--- config.mk ---
export PLATFORM = sky130hd
export DESIGN_NAME = vga_timing_generator
export DESIGN_NICKNAME = d
export VERILOG_FILES = /design/src/rtl/vga_timing_generator.sv
export SDC_FILE = /design/constraint.sdc
export NUM_CORES = 1
export LEC_CHECK = 0
export CAP_MARGIN = 20
export CORE_ASPECT_RATIO = 1.5
export CORE_MARGIN = 2
export CORE_UTILIZATION = 51
export CTS_BUF_LIST = sky130_fd_sc_hd__clkbuf_8
export DETAILED_ROUTE_END_ITERATION = 8
export GPL_TIMING_DRIVEN = 0
export PLACE_DENSITY = 0.78
export SYNTH_ARGS = -nofsm -noshare
export SYNTH_HDL_FRONTEND = slang
export SYNTH_SLANG_ARGS = --single-unit
--- constraint.sdc ---
create_clock -name clk25MHz -period 6.1 [get_ports clk25MHz]
set_input_delay 1.525 -clock clk25MHz [delete_from_list [all_inputs] [get_ports clk25MHz]]
set_output_delay 1.525 -clock clk25MHz [all_outputs]
set_load 0.005 [all_outputs]
--- src/rtl/vga_timing_generator.sv ---
// Raster timing generator: a single (h, v) position counter pair from which
// registered sync, display-enable, pixel coordinates and line/frame strobes are decoded.
module vga_timing_generator #(
   parameter int unsigned H_ACTIVE   = 640,
   parameter int unsigned H_FRONT    = 16,
   parameter int unsigned H_SYNC     = 96,
   parameter int unsigned H_BACK     = 48,
   parameter int unsigned V_ACTIVE   = 480,
   parameter int unsigned V_FRONT    = 10,
   parameter int unsigned V_SYNC     = 2,
   parameter int unsigned V_BACK     = 33,
   parameter logic        H_SYNC_POL = 1'b0,
   parameter logic        V_SYNC_POL = 1'b0,
   parameter int unsigned CNT_W      = 16
) (
   input  logic             clk25MHz,
   input  logic             rst_n,
   input  logic             enable,
   output logic [CNT_W-1:0] hCount,
   output logic [CNT_W-1:0] vCount,
   output logic             hSync,
   output logic             vSync,
   output logic             displayEnable,
   output logic [CNT_W-1:0] pixelX,
   output logic [CNT_W-1:0] pixelY,
   output logic             lineStart,
   output logic             frameStart
);

   localparam int unsigned H_TOTAL = H_ACTIVE + H_FRONT + H_SYNC + H_BACK;
   localparam int unsigned V_TOTAL = V_ACTIVE + V_FRONT + V_SYNC + V_BACK;

   if (H_ACTIVE < 1 || H_FRONT < 1 || H_SYNC < 1 || H_BACK < 1 ||
       V_ACTIVE < 1 || V_FRONT < 1 || V_SYNC < 1 || V_BACK < 1 ||
       CNT_W < 1 || CNT_W > 31) begin : g_bad_param
      $error("vga_timing_generator: every timing parameter must be >= 1 and CNT_W in 1..31");
   end
   if (longint'(H_TOTAL) > (longint'(1) << CNT_W) ||
       longint'(V_TOTAL) > (longint'(1) << CNT_W)) begin : g_bad_total
      $error("vga_timing_generator: H_TOTAL/V_TOTAL exceed the CNT_W counter range");
   end

   localparam logic [CNT_W-1:0] H_LAST     = CNT_W'(H_TOTAL - 1);
   localparam logic [CNT_W-1:0] V_LAST     = CNT_W'(V_TOTAL - 1);
   localparam logic [CNT_W-1:0] H_ACT_END  = CNT_W'(H_ACTIVE);
   localparam logic [CNT_W-1:0] V_ACT_END  = CNT_W'(V_ACTIVE);
   localparam logic [CNT_W-1:0] HS_START   = CNT_W'(H_ACTIVE + H_FRONT);
   localparam logic [CNT_W-1:0] HS_END     = CNT_W'(H_ACTIVE + H_FRONT + H_SYNC);
   localparam logic [CNT_W-1:0] VS_START   = CNT_W'(V_ACTIVE + V_FRONT);
   localparam logic [CNT_W-1:0] VS_END     = CNT_W'(V_ACTIVE + V_FRONT + V_SYNC);

   logic [CNT_W-1:0] h_q, h_d;
   logic [CNT_W-1:0] v_q, v_d;
   logic [CNT_W-1:0] hcount_q, hcount_d;
   logic [CNT_W-1:0] vcount_q, vcount_d;
   logic [CNT_W-1:0] pixx_q, pixx_d;
   logic [CNT_W-1:0] pixy_q, pixy_d;
   logic             hsync_q, hsync_d;
   logic             vsync_q, vsync_d;
   logic             de_q, de_d;
   logic             line_q, line_d;
   logic             frame_q, frame_d;

   logic             h_wrap;
   logic             in_active;
   logic             in_hsync;
   logic             in_vsync;

   // h_q/v_q hold the position to be presented on the next enabled edge,
   // so every output register is loaded from the same decode of that position.
   always_comb begin
      h_wrap    = (h_q == H_LAST);
      in_active = (h_q < H_ACT_END) && (v_q < V_ACT_END);
      in_hsync  = (h_q >= HS_START) && (h_q < HS_END);
      in_vsync  = (v_q >= VS_START) && (v_q < VS_END);
   end

   always_comb begin
      h_d      = h_q;
      v_d      = v_q;
      hcount_d = hcount_q;
      vcount_d = vcount_q;
      pixx_d   = pixx_q;
      pixy_d   = pixy_q;
      hsync_d  = hsync_q;
      vsync_d  = vsync_q;
      de_d     = de_q;
      line_d   = 1'b0;
      frame_d  = 1'b0;

      if (enable) begin
         hcount_d = h_q;
         vcount_d = v_q;
         de_d     = in_active;
         pixx_d   = in_active ? h_q : '0;
         pixy_d   = in_active ? v_q : '0;
         hsync_d  = in_hsync ? H_SYNC_POL : ~H_SYNC_POL;
         vsync_d  = in_vsync ? V_SYNC_POL : ~V_SYNC_POL;
         line_d   = (h_q == '0);
         frame_d  = (h_q == '0) && (v_q == '0);

         if (h_wrap) begin
            h_d = '0;
            v_d = (v_q == V_LAST) ? '0 : v_q + 1'b1;
         end else begin
            h_d = h_q + 1'b1;
         end
      end
   end

   always_ff @(posedge clk25MHz) begin
      if (!rst_n) begin
         h_q      <= '0;
         v_q      <= '0;
         hcount_q <= '0;
         vcount_q <= '0;
         pixx_q   <= '0;
         pixy_q   <= '0;
         hsync_q  <= ~H_SYNC_POL;
         vsync_q  <= ~V_SYNC_POL;
         de_q     <= 1'b0;
         line_q   <= 1'b0;
         frame_q  <= 1'b0;
      end else begin
         h_q      <= h_d;
         v_q      <= v_d;
         hcount_q <= hcount_d;
         vcount_q <= vcount_d;
         pixx_q   <= pixx_d;
         pixy_q   <= pixy_d;
         hsync_q  <= hsync_d;
         vsync_q  <= vsync_d;
         de_q     <= de_d;
         line_q   <= line_d;
         frame_q  <= frame_d;
      end
   end

   assign hCount        = hcount_q;
   assign vCount        = vcount_q;
   assign pixelX        = pixx_q;
   assign pixelY        = pixy_q;
   assign hSync         = hsync_q;
   assign vSync         = vsync_q;
   assign displayEnable = de_q;
   assign lineStart     = line_q;
   assign frameStart    = frame_q;

endmodule
==> results.cfg, run 1 <==
[flow_run]
drv_cap = 0

[hold_path]
min_path_type = reg -> reg
hp-start = displayEnable

[timing]
fmax_mhz = 307
fin_skew_ns = 0.0128
tightest_slew_ns = 0.826
finalCriticalPeriod_ns = 3.25
setup_tns_ns = 0
drv_slew = 0
slew_headroom = 0.444
hold_viol = 0
setup_viol = 0
rsz0062_at_grt = no
post-route-period-util = 0.533

[grt]
grt.total_usage = 0.260
overflow = 0
grt_max_degree = 17
antenna_found_initial = 0
grt_pass1_vias = 3546
grt_pass1_wl_um = 18100

[synthesis]
syn_nets = 451
ys_async_sr_fraction = 0
synthFlopType = dfxtp_1
synth_area_leaders = dfxtp_1 49%, mux2i_1 7.5%, nor2_1 4.4%
yosysTopAreaCell = dfxtp_1
synth-seq-area-share = 0.491
synth_edf_count = 0
ys_seq_elements = 101
syn_area_mm2 = 0.00412
syn_inst = 444
ys_types = 45
synth_top_cell_area_share = 0.491
yosysWarnings = 0
syn_area_per_cell_um2 = 9.27

[clock_network]
cts_buffer_depth = 2
hold_buffers = 0
htreeDepth = 3
cts_tree = done
cts_buffers = 9
cts_sinks = 101
insertion_delay_ns = 0.38
cts.clk_slew.worst_paths_ns = 0.09
cts_resized = 0
postCtsSetupBuffers = 0
root_buffer = clkbuf_8

[status]
status = complete, no violations

[drt]
drt_wl_total_um = 11200
vias = 3670
wire_per_inst_um = 17.6
drc_errors = 0
drt_first_iter_violations = 315
ant_nets = 0
viasPerCell = 5.78
dr.pass1.iters = 5

[floorplanning]
initial_core_util = 0.520
ioPinCount = 72
core_area_mm2 = 0.00791
dieWidth_um = 77.3
die_y_um = 114
die_area_mm2 = 0.00882
num_rows = 40

[worst_setup_path]
critical_path.top_delay_family = buffers and inverters
path_buf_inv = 3
slowest_delay_ns = 0.65
crit_path_end_kind = flop
startpoint = enable
cp_data_arrival_time_ns = 3.50
r2r_start = v_q[10]
critPathSlowestCell = buf_1
worstPathMaxFanout = 10
crit_path_frequent_cell = buf_1
path_cells = clkbuf_1, buf_1, buf_1, mux2i_1, nor2_1
critPathKind = in -> reg
critPathLaunchType = primary input
crit_required_ns = 6.35

[cells_and_area]
syn2layout_area_growth_pct = 24.9
multi_input_area_mm2 = 0.00190
final_util = 0.650
nNetsFinal = 532
final_area_mm2 = 0.00514
regArea_mm2 = 0.00202
fillers = 687
drive_above_1_share = 0.0509
antenna_cells = 0

[pwr]
pwr_density_cell_mw_per_mm2 = 219
ir_worst_vdd_mv = 0.202
p_leak_nw = 1.89

[placement]
gp_congestion = 0.945
portBuffers = 70
post-dp-hpwl_um = 8040
dpl_cell_area_mm2 = 0.00495
-- sequential cells by signal (all words and copies together) (netlist names) --
name and count:
pixelX 16, vCount 16, displayEnable 1, pixelY 16
hCount 16, frameStart 1, h_q 16, v_q 16
lineStart 1, hSync 1, vSync 1
-- where the power goes --
part,internal [mW],switching (mW)
clock,0.183,0.229
sequential,0.662,0.00381
combinational,0.0165,0.0305
-- cells in the mapped netlist (8+ instances only) --
| master | n |
|---|---|
| nand4_1 | 16 |
| nor4_1 | 8 |
| a211oi_1 | 8 |
| xnor2_1 | 8 |
| or3_1 | 12 |
| nand2_1 | 31 |
| dfxtp_1 | 101 |
| nand3_1 | 12 |
| a21oi_1 | 13 |
| mux2i_1 | 31 |
| clkbuf_1 | 29 |
| nor3_1 | 8 |
| a22o_1 | 16 |
| and3_1 | 18 |
| inv_1 | 10 |
| nor2_1 | 48 |
-- through the flow --
| step | power [mW] | std cells | hold slack, ns | setup WS, ns |
|---|---|---|---|---|
| after floorplan | 0.709 | 444 | 0.451 | 3.04 |
| final | 1.12 | 635 | 0.473 | 2.85 |
| after CTS | 1.13 | 635 | 0.476 | 2.88 |
| after detailed placement | 0.728 | 619 | 0.453 | 2.55 |
| after global placement | 0.727 | 619 | 0.437 | 2.63 |
| after global routing | 1.17 | 635 | 0.502 | 2.70 |
-- cells by family (layout without fill, tap and decap cells) --
group,count (synthesis),in the layout,share of synthesized area
simple gates,182,182,0.236
compound gates,66,66,0.113
buf+inv,48,134,0.0465
flops,101,101,0.491
xor+xnor,12,12,0.0255
fa+ha+maj,4,4,0.0122
mux,31,31,0.0754
-- placed cells by master (no fill, tap or decap), types with 5 or more instances in the layout --
cell,count
dfxtp_1,101
clkdlybuf4s50_1,70
nor2_1,48
mux2i_1,31
nand2_1,31
clkbuf_1,29
and3_1,18
nand4_1,16
a22o_1,16
a21oi_1,13
or3_1,12
nand3_1,12
clkbuf_8,12
inv_1,10
nor4_1,8
nor3_1,8
xnor2_1,8
a211oi_1,8
or4_1,7
o21ai_0,7
o22ai_1,7
and4_1,6
o31ai_1,6
buf_1,5
-- per-layer routing --
metal	vias up	routed length, um	track usage	share of wire
met1	1760	4560	0.305	0.41
met5	-	0	0	0
li1	1767	-	-	-
met2	122	5760	0.454	0.52
met4	0	328	0.130	0.029
met3	21	511	0.0475	0.046
-- path summary, 6_finish.rpt --
kind,cells past startpoint,endpoint,slack (ns)
worst max-delay path,5,vCount[12],2.85
worst min-delay path,1,displayEnable,0.47
worst max register to register,5,pixelX[7],3.43
worst min register to register,1,displayEnable,0.47
-- layout make-up --
| cell class | count | share of cell area |
|---|---|---|
| tap | 105 | 0.0256 |
| timing repair buffer | 70 | 0.136 |
| buffer | 38 | 0.0299 |
| clock inverter | 4 | 0.00560 |
| multi-input combinational | 295 | 0.370 |
| inverter | 10 | 0.00730 |
| clock buffer | 12 | 0.0321 |
| sequential | 101 | 0.393 |
(Power assumes the default switching activity.)
==> run 2, diff against run 1 <==
--- a/config.mk
+++ b/config.mk
@@ -8,7 +8,7 @@
 export CAP_MARGIN = 20
 export CORE_ASPECT_RATIO = 1.5
 export CORE_MARGIN = 2
-export CORE_UTILIZATION = 51
+export CORE_UTILIZATION = 49
 export CTS_BUF_LIST = sky130_fd_sc_hd__clkbuf_8
 export DETAILED_ROUTE_END_ITERATION = 8
 export GPL_TIMING_DRIVEN = 0
==> constraint.sdc (replaced) <==
create_clock -name clk25MHz -period 2.9 [get_ports clk25MHz]
set_input_delay 0.725 -clock clk25MHz [delete_from_list [all_inputs] [get_ports clk25MHz]]
set_output_delay 0.725 -clock clk25MHz [all_outputs]
set_load 0.005 [all_outputs]
==> run 2 against run 1 <==
Global-route usage is 1.6 points lower; cell count is 0.31% higher; wire length is 2.4% lower; setup slack got worse by 2.7 ns; largest cell class unchanged; sequential share of layout area increased by 0.058 points; combinational power is 110% higher; clock power increased by 100%; utilization fell by 3.2 points; first-iteration DRC count up 0.63%; die area up 3.9%; power up 110%; non-clock buffer count unchanged.
==> results.cfg, run 2 (synthesis gave the netlist of run 1 again) <==
[clock_network]
postCtsSetupBuffers = 0
cts_buffers = 9
cts_resized = 0
insertion_delay_ns = 0.38
htreeDepth = 3
cts_tree = done
hold_buffers = 0
cts_buffer_depth = 2
cts.clk_slew.worst_paths_ns = 0.10
cts_sinks = 101
root_buffer = clkbuf_8

[timing]
hold_viol = 0
rsz0062_at_grt = no
whs_ns = 0.483
tightest_slew_ns = 0.991
worst_slack_ns = 0.177
post-route-period-util = 0.939
setup_viol = 0
slew_headroom = 0.333
drv_slew = 0
setup_tns_ns = 0
fmax_mhz = 367
fin_skew_ns = 0.0114
finalCriticalPeriod_ns = 2.72

[floorplanning]
ioPinCount = 72
dieWidth_um = 78.8
initial_core_util = 0.495
die_y_um = 116
die_area_mm2 = 0.00916
core_area_mm2 = 0.00831
num_rows = 41

[placement]
portBuffers = 70
gp_congestion = 0.914
dpl_cell_area_mm2 = 0.00495
place_inst = 621
dp_slack_ns = 0.170
post-dp-hpwl_um = 7890

[worst_setup_path]
critPathLaunchType = flop
startpoint = v_q[10]
slowest_delay_ns = 0.73
critPathSlowestCell = nor4_2
worstPathMaxFanout = 10
path_buf_inv = 1
r2r_start = v_q[10]
crit_path_end_kind = flop
critPathKind = reg -> reg
crit_required_ns = 3.23
cp_data_arrival_time_ns = 3.05
path_cells = nor4_1, nand4b_1, nor4_2, buf_2, a22o_1
rrSetupSlack_ns = 0.18
critical_path.top_delay_family = simple AND/OR/NAND/NOR gates

[cells_and_area]
antenna_cells = 0
final_area_mm2 = 0.00513
final_util = 0.618
instances_no_fill = 637
drive_above_1_share = 0.0491
final_cell_mix = 101 x dfxtp_1, 70 x clkdlybuf4s50_1, 48 x nor2_1, 31 x mux2i_1, 31 x nand2_1
syn2layout_area_growth_pct = 24.7
fillers = 737
final_common_cell = dfxtp_1
nNetsFinal = 532

[grt]
antenna_found_initial = 0
overflow = 0
grt.total_usage = 0.245
grt_pass1_vias = 3479
grt_max_degree = 18
grt_pass1_wl_um = 17600

[drt]
drc_errors = 0
ant_nets = 0
vias = 3701
dr.pass1.iters = 7
drt_first_iter_violations = 317
wire_per_inst_um = 17.1
drt_wl_total_um = 10900
viasPerCell = 5.81

[hold_path]
hp-start = pixelY[0]
min_path_type = reg -> reg

[pwr]
pwr_density_cell_mw_per_mm2 = 456
p_total_mw = 2.34
p_leak_nw = 1.89
ir_worst_vdd_mv = 0.334

[flow_run]
drv_cap = 0

[status]
status = complete, no violations
==> run 2: changes by cell type in the layout (fill, tap and decap cells not counted), sizes merged <==
cell	change
inv	+3
clkinvlp	-1
clkbuf	-2
==> run 2: final timing paths <==
kind | to | cells past startpoint
setup / recovery | pixelY[8] | 5
hold / removal | pixelY[0] | 1
setup reg to reg | pixelY[8] | 5
hold reg to reg | pixelY[0] | 1
==> run 2: final cells by class <==
type                            count  area (um^2)  share of cell area
Sequential cell                   101         2020               0.394
Multi-Input combinational cell    295         1900               0.370
Timing Repair Buffer               70          701               0.136
Buffer                             38          154              0.0300
Clock buffer                       10          138              0.0268
Tap cell                          107          134              0.0261
Clock inverter                      6         46.3             0.00902
Inverter                           10         37.5             0.00731
==> run 2: where the power goes <==
part / internal, mW / switching (mW) / total [mW]
registers: 1.39 / 0.00828 / 1.40
logic: 0.0345 / 0.0620 / 0.0965
clock network: 0.343 / 0.498 / 0.841
total: 1.77 / 0.568 / 2.34
==> run 2: layer usage <==
layer  wire length (um)  vias to the layer above  GRT usage
met5                  0                        -          0
met4                346                        0      0.122
met3                668                       27     0.0580
met2               5380                      153      0.414
met1               4490                     1750      0.291
li1                   -                     1771          -
